**config.mk**
```make
export PLATFORM = sky130hd
export DESIGN_NAME = vedic_mul_8x8_pipe
export DESIGN_NICKNAME = d
export VERILOG_FILES = /design/src/rtl/vedic_pkg.sv /design/src/rtl/cla_adder_4bit.sv /design/src/rtl/vedic_mul_4x4.sv /design/src/rtl/vedic_mul_8x8_pipe.sv
export SDC_FILE = /design/constraint.sdc
export NUM_CORES = 1
export LEC_CHECK = 0
export BUFFER_PORTS_ARGS = -buffer_cell sky130_fd_sc_hd__clkbuf_2
export CORE_MARGIN = 4
export CORE_UTILIZATION = 55
export DETAILED_ROUTE_END_ITERATION = 12
export PLACE_DENSITY = 0.87
export SLEW_MARGIN = 20
export SYNTH_ARGS = -nofsm -noshare
export SYNTH_HDL_FRONTEND = slang
export SYNTH_SLANG_ARGS = --single-unit
```
**constraint.sdc**
```tcl
create_clock -name clk -period 2 [get_ports clk]
set_input_delay 0.1 -clock clk [delete_from_list [all_inputs] [get_ports clk]]
set_output_delay 0.1 -clock clk [all_outputs]
set_load 0.03 [all_outputs]
```
**src/rtl/vedic_pkg.sv**
```systemverilog
// Shared widths and inter-stage bundles for the 8x8 Vedic multiplier.
package vedic_pkg;

   localparam int HALF   = 4;
   localparam int PP_W   = 8;
   localparam int MID_W  = 9;
   localparam int PROD_W = 16;

   typedef struct packed {
      logic [PP_W-1:0] ll;
      logic [PP_W-1:0] lh;
      logic [PP_W-1:0] hl;
      logic [PP_W-1:0] hh;
   } s1_t;

   typedef struct packed {
      logic [MID_W-1:0] mid;
      logic [PP_W-1:0]  ll;
      logic [PP_W-1:0]  hh;
   } s2_t;

endpackage

```
**src/rtl/cla_adder_4bit.sv**
```systemverilog
// 4-bit carry-lookahead adder; the only adder used in the multiplier.
module cla_adder_4bit (
   input  logic [3:0] a_i,
   input  logic [3:0] b_i,
   input  logic       cin_i,
   output logic [3:0] sum_o,
   output logic       cout_o
);

   logic [3:0] g;
   logic [3:0] p;
   logic [4:0] c;

   assign g = a_i & b_i;
   assign p = a_i ^ b_i;

   assign c[0] = cin_i;
   assign c[1] = g[0] | (p[0] & c[0]);
   assign c[2] = g[1] | (p[1] & g[0]) | (p[1] & p[0] & c[0]);
   assign c[3] = g[2] | (p[2] & g[1]) | (p[2] & p[1] & g[0])
               | (p[2] & p[1] & p[0] & c[0]);
   assign c[4] = g[3] | (p[3] & g[2]) | (p[3] & p[2] & g[1])
               | (p[3] & p[2] & p[1] & g[0])
               | (p[3] & p[2] & p[1] & p[0] & c[0]);

   assign sum_o  = p ^ c[3:0];
   assign cout_o = c[4];

endmodule

```
**src/rtl/vedic_mul_4x4.sv**
```systemverilog
// Combinational 4x4 -> 8 multiplier: AND rows folded by a chain of CLAs.
module vedic_mul_4x4
   import vedic_pkg::*;
(
   input  logic [HALF-1:0] a_i,
   input  logic [HALF-1:0] b_i,
   output logic [PP_W-1:0] p_o
);

   logic [3:0] r0, r1, r2, r3;
   logic [3:0] s1, s2, s3;
   logic       c1, c2, c3;

   assign r0 = a_i & {HALF{b_i[0]}};
   assign r1 = a_i & {HALF{b_i[1]}};
   assign r2 = a_i & {HALF{b_i[2]}};
   assign r3 = a_i & {HALF{b_i[3]}};

   // Each row retires its LSB; the rest shifts down into the next add.
   cla_adder_4bit u_add1 (
      .a_i   ({1'b0, r0[3:1]}),
      .b_i   (r1),
      .cin_i (1'b0),
      .sum_o (s1),
      .cout_o(c1)
   );

   cla_adder_4bit u_add2 (
      .a_i   ({c1, s1[3:1]}),
      .b_i   (r2),
      .cin_i (1'b0),
      .sum_o (s2),
      .cout_o(c2)
   );

   cla_adder_4bit u_add3 (
      .a_i   ({c2, s2[3:1]}),
      .b_i   (r3),
      .cin_i (1'b0),
      .sum_o (s3),
      .cout_o(c3)
   );

   assign p_o = {c3, s3, s2[0], s1[0], r0[0]};

endmodule

```
**src/rtl/vedic_mul_8x8_pipe.sv**
```systemverilog
// 8x8 unsigned Urdhva-Tiryagbhyam multiplier, 3-stage valid/ready pipeline.
module vedic_mul_8x8_pipe
   import vedic_pkg::*;
#(
   parameter int W = 8
) (
   input  logic              clk,
   input  logic              rst_n,
   input  logic              in_valid,
   output logic              in_ready,
   input  logic [W-1:0]      in_a,
   input  logic [W-1:0]      in_b,
   output logic              out_valid,
   input  logic              out_ready,
   output logic [PROD_W-1:0] out_prod
);

   if (W != 8) begin : g_bad_w
      $error("vedic_mul_8x8_pipe: only W=8 is supported");
   end

   s1_t               s1_d, s1_q;
   s2_t               s2_d, s2_q;
   logic [PROD_W-1:0] prod_d, prod_q;
   logic              v1_q, v2_q, v3_q;
   logic              stall;

   assign stall     = v3_q && !out_ready;
   assign in_ready  = !stall;
   assign out_valid = v3_q;
   assign out_prod  = prod_q;

   vedic_mul_4x4 u_ll (.a_i(in_a[3:0]), .b_i(in_b[3:0]), .p_o(s1_d.ll));
   vedic_mul_4x4 u_lh (.a_i(in_a[3:0]), .b_i(in_b[7:4]), .p_o(s1_d.lh));
   vedic_mul_4x4 u_hl (.a_i(in_a[7:4]), .b_i(in_b[3:0]), .p_o(s1_d.hl));
   vedic_mul_4x4 u_hh (.a_i(in_a[7:4]), .b_i(in_b[7:4]), .p_o(s1_d.hh));

   logic [3:0] m_lo, m_hi;
   logic       m_c0, m_c1;

   cla_adder_4bit u_mid_lo (
      .a_i   (s1_q.lh[3:0]),
      .b_i   (s1_q.hl[3:0]),
      .cin_i (1'b0),
      .sum_o (m_lo),
      .cout_o(m_c0)
   );

   cla_adder_4bit u_mid_hi (
      .a_i   (s1_q.lh[7:4]),
      .b_i   (s1_q.hl[7:4]),
      .cin_i (m_c0),
      .sum_o (m_hi),
      .cout_o(m_c1)
   );

   assign s2_d.mid = {m_c1, m_hi, m_lo};
   assign s2_d.ll  = s1_q.ll;
   assign s2_d.hh  = s1_q.hh;

   logic [PROD_W-1:0] op_a, op_b;
   logic [2:0]        pc;
   logic              carry_unused;

   assign op_a = {s2_q.hh, s2_q.ll};
   assign op_b = {3'b000, s2_q.mid, 4'b0000};

   cla_adder_4bit u_sum0 (
      .a_i(op_a[3:0]), .b_i(op_b[3:0]), .cin_i(1'b0),
      .sum_o(prod_d[3:0]), .cout_o(pc[0])
   );

   cla_adder_4bit u_sum1 (
      .a_i(op_a[7:4]), .b_i(op_b[7:4]), .cin_i(pc[0]),
      .sum_o(prod_d[7:4]), .cout_o(pc[1])
   );

   cla_adder_4bit u_sum2 (
      .a_i(op_a[11:8]), .b_i(op_b[11:8]), .cin_i(pc[1]),
      .sum_o(prod_d[11:8]), .cout_o(pc[2])
   );

   // 255*255 fits in 16 bits, so this carry can never be set.
   cla_adder_4bit u_sum3 (
      .a_i(op_a[15:12]), .b_i(op_b[15:12]), .cin_i(pc[2]),
      .sum_o(prod_d[15:12]), .cout_o(carry_unused)
   );

   always_ff @(posedge clk or negedge rst_n) begin
      if (!rst_n) begin
         v1_q   <= 1'b0;
         v2_q   <= 1'b0;
         v3_q   <= 1'b0;
         s1_q   <= '0;
         s2_q   <= '0;
         prod_q <= '0;
      end else if (!stall) begin
         v1_q <= in_valid;
         v2_q <= v1_q;
         v3_q <= v2_q;
         if (in_valid) s1_q   <= s1_d;
         if (v1_q)     s2_q   <= s2_d;
         if (v2_q)     prod_q <= prod_d;
      end
   end

endmodule

```
==> impl_results.rst <==
.. list-table::
   :header-rows: 1

   * - Metric
     - Value
   * - Mean cell area of the mapped netlist
     - 10.5 sq um
   * - Effective utilization at floorplan
     - 57.0%
   * - Area taken by multi-input logic gates
     - 0.00370 sq mm
   * - Share of the core filled with cells
     - 74.7%
   * - Fraction of synthesized cell area in xor and xnor cells
     - 4.94%
   * - Portion of the post-synthesis area used by sequential elements
     - 35.8%
   * - Clock buffer count from CTS
     - 9
   * - Antenna Nets Post-Route
     - 0
   * - Largest stage delay on the critical path
     - 0.52 ns
   * - Die H
     - 106 um
   * - Cells taking the most area after synthesis
     - dfrtp_1, ha_1, mux2_2, fa_1, and2_1
   * - Placed inst area
     - 0.00622 sq mm
   * - Crit Reg-Reg Endpoint
     - out_prod[12]$_DFFE_PN0P_
   * - Maximum clock rate
     - 407 MHz
   * - Setup crit start kind
     - primary input
   * - RSZ-0062 raised after global routing
     - true
   * - Max clock buf depth
     - 2
   * - Total number of vias
     - 4096
   * - IO Port Bufs
     - 37
   * - Largest family of logic cells by synthesized area
     - adder cells
   * - Critical Path End Type
     - flop
   * - Depth of the critical timing path with buffers and inverters included
     - 13
   * - Area of the core
     - 0.00933 sq mm
   * - Syn. warnings
     - 0
   * - Number of setup violations in the final report
     - 22
   * - Register bit count reported by yosys
     - 76
   * - Worst IR drop on VDD
     - 0.600 mV
   * - Most frequent cell after synthesis
     - dfrtp_1
   * - Syn Nets
     - 605
   * - Half-perimeter wire length of the detailed placement result
     - 8.93 mm
   * - Arithmetic-cell share of the synthesized area counting full adders, half adders and majority gates
     - 20.8%
   * - TritonCTS clock tree
     - built
   * - Biggest area consumer among synthesized cells
     - dfrtp_1
   * - Ranking of synthesized cells by instance count
     - dfrtp_1, ha_1, and2_1
   * - Total DRC errors in the routed layout
     - 0
   * - GRT overflow
     - 0
   * - Worst reg2reg path depth
     - 7
   * - Simple-gate area share of the yosys netlist
     - 12.6%
   * - Min Tclk post-route
     - 2.46 ns
   * - Post-layout net count
     - 706
   * - Worst setup path start
     - in_a[0]
   * - Cell Chain, Critical Path
     - buf_8 -> and2_4 -> ha_4 -> inv_2 -> fa_2 -> inv_2 -> ha_4 -> inv_2 -> fa_2 -> inv_2 -> ha_4 -> fa_2 -> mux2_4
   * - Standard-cell row count
     - 35
   * - Fraction of layout instances using a drive strength above 1
     - 43.2%
   * - Fraction of registers with async set/reset
     - 100%
   * - Fraction of the mapped netlist area in compound gates
     - 12.8%
   * - Count of pins over their slew limit
     - 0
   * - Maximum number of pins on one net before global-route repair
     - 52
   * - Clock transition at the registers of the reported paths
     - 0.08 ns
   * - Final setup skew
     - 0.00913 ns
   * - Required time worst endpoint
     - 2.24 ns
   * - Unique cell type count in the Yosys netlist
     - 49
   * - First-pass GRT wire length
     - 20.2 mm
   * - Run status
     - complete, but fails checks
   * - Final Hold Vio Count
     - 0
   * - Number of levels the H-tree was split into
     - 3
   * - Multiplexer share of the synthesized area
     - 8.68%
   * - Leakage
     - 3.37 nW
   * - Routed wire per std cell
     - 16.1 um
   * - Via count of the first global-routing pass
     - 4349
   * - EDFF count, synth
     - 0
   * - Crit path arrival time
     - 2.70 ns
   * - Clock Sink Count
     - 76
   * - Critical-path maximum fanout
     - 4
   * - Buffer and inverter count on the worst path
     - 5
   * - Post-synth top area share
     - 35.8%
   * - Share of the cycle needed by the critical path after routing
     - 123%
   * - Maximum capacitance violations
     - 0
   * - Mean number of vias per cell
     - 5.52
   * - DRT Pass-1 Iters
     - 4
   * - Root buffer cell
     - clkbuf_8
   * - Family of cells with the greatest summed delay on the critical path
     - adder cells
   * - Most used flip-flop cell after synthesis
     - dfrtp_1
   * - Die extent in x
     - 106 um
   * - Area growth from synthesis to layout
     - 31.1%
   * - Register cell area after layout
     - 0.00190 sq mm
   * - Path class of the lowest-slack min-delay path
     - in -> reg
   * - Crit path kind
     - in -> reg
   * - Endpoint of the worst setup timing path
     - s1_q[28]$_DFFE_PN0P_
   * - Synthesized netlist cell count
     - 507
   * - GRT Overall Usage
     - 22.1%
   * - Initial antenna violation count
     - 0
   * - Final instance area
     - 0.00697 sq mm
   * - Pwr per Cell Area
     - 1210 mW/mm^2
   * - Violations in the final reports
     - setup timing
   * - Final-layout fill cell count
     - 592
   * - Violation count after the first detailed-route iteration
     - 161
   * - Setup slack, reg-to-reg
     - -0.17 ns
   * - Cell area after synthesis
     - 0.00532 sq mm
   * - Slowest stage cell on the critical path
     - fa_2
   * - Weighted congestion reported at the end of routability-driven placement
     - 0.886
   * - Worst setup margin
     - -0.456 ns
   * - Worst Max-Slew Pin Slew
     - 0.648 ns
   * - Boundary pin count
     - 38
   * - Launch instance of the worst register-to-register path
     - op_b[9]$_DFFE_PN0P_
   * - Total routed wirelength
     - 12.0 mm
   * - Die outline area
     - 0.0113 sq mm
   * - Worst-skew pair later-pin latency
     - 0.36 ns
   * - Max-slew headroom at the worst pin
     - 56.8%
   * - Most common cell type on the critical path
     - inv_2
   * - Number of diodes added for antenna fixing
     - 0
-- metrics by stage --
stage / TNS, ns / std cells / power [mW] / setup slack [ns] / hold WS (ns)
2_1_floorplan: -9.28 / 507 / 5.21 / -0.576 / -0.196
3_3_place_gp: -14.18 / 714 / 6.22 / -0.869 / 0.160
3_5_place_dp: -15.89 / 714 / 6.48 / -0.950 / 0.171
4_1_cts: -5.90 / 737 / 8.13 / -0.421 / 0.148
5_1_grt: -7.35 / 742 / 9.00 / -0.483 / 0.153
6_report: -5.82 / 742 / 8.42 / -0.456 / 0.144
-- cells in the final DEF (no fill, tap or decap), types with 4 or more instances in the layout --
master / synthesis / layout
dfrtp_1: 76 / 76
nand2_1: 43 / 43
a21oi_1: 17 / 4
and2_1: 52 / 40
o21ai_1: 1 / 14
ha_4: 0 / 19
ha_1: 61 / 41
buf_8: 0 / 6
clkbuf_8: 0 / 9
xnor2_1: 23 / 6
nand3_1: 4 / 4
nor2_1: 5 / 5
a21oi_2: 0 / 13
mux2_2: 41 / 36
inv_1: 46 / 29
o21ai_0: 33 / 18
clkbuf_2: 0 / 27
and2_4: 0 / 12
xnor2_2: 0 / 17
o21ai_2: 2 / 4
inv_2: 1 / 18
a21o_1: 17 / 17
buf_4: 1 / 59
o21bai_1: 7 / 6
fa_2: 0 / 14
o21a_1: 4 / 4
xor2_1: 7 / 7
mux2_4: 0 / 5
-- power by group --
part | switching [mW] | internal (mW) | leakage, nW | total, mW
clock network | 0.597 | 0.837 | 0.116 | 1.43
registers | 0.452 | 2.15 | 0.945 | 2.60
logic | 2.20 | 2.19 | 2.31 | 4.39
total | 3.25 | 5.18 | 3.37 | 8.42
-- worst reg2reg max path, cell delays in order, from the launching register on --
cell,delay [ns]
dfrtp_1,0.42
ha_4,0.32
o21a_1,0.15
o21a_1,0.15
a21oi_2,0.06
o21bai_1,0.21
fa_2,0.49
mux2_2,0.27
-- per-layer routing --
| layer | share of wire, % | vias up | GRT usage (%) |
|---|---|---|---|
| li1 | - | 1942 | - |
| met1 | 44 | 2044 | 27.9 |
| met2 | 51 | 92 | 39.2 |
| met3 | 3.1 | 18 | 2.91 |
| met4 | 1.4 | 0 | 7.03 |
| met5 | 0 | - | 0 |
-- cells by family (layout without fill, tap and decap cells) --
kind of cell / Yosys count / in the layout
adders and majority gates: 78 / 78
xor gates and xnor gates: 30 / 30
and+or+nand+nor: 123 / 123
AOI/OAI and AO/OA: 102 / 102
DFF: 76 / 76
muxes: 41 / 41
buffers and inverters: 57 / 163
-- final cells by class --
class                      count  share of cell area (%)
multi-input combinational    374                    53.1
sequential                    76                    27.3
timing repair buffer         100                    11.2
inverter                      47                    2.53
tap                          129                    2.32
clock buffer                   9                    1.78
clock inverter                 7                    1.76
-- timing repair --
action                                 in CTS  in global routing
buffers inserted                            6                  7
endpoints found under the hold margin      50                  0
setup endpoints to repair                  23                 26
hold buffers                                1                  0
gates resized for setup                    43                 44
pin swaps                                  23                 33
-- worst min path at each step --
stage	from	end	slack (ns)	cells after the start
4_1_cts	in_b[0]	s1_q[8]$_DFFE_PN0P_	0.15	4
3_3_place_gp	rst_n	out_prod[0]$_DFFE_PN0P_	0.16	1
6_report	in_b[0]	s1_q[8]$_DFFE_PN0P_	0.14	4
2_1_floorplan	rst_n	op_a[0]$_DFFE_PN0P_	-0.20	0
5_1_grt	in_b[0]	s1_q[8]$_DFFE_PN0P_	0.15	4
3_5_place_dp	rst_n	out_prod[5]$_DFFE_PN0P_	0.17	1
-- registers in the layout, indices dropped and copies added, names as in the netlist --
name       flops
v1_q           1
v2_q           1
s1_q          32
out_prod      16
op_b           9
out_valid      1
op_a          16
Note: power is estimated with default switching activity, not from simulation.
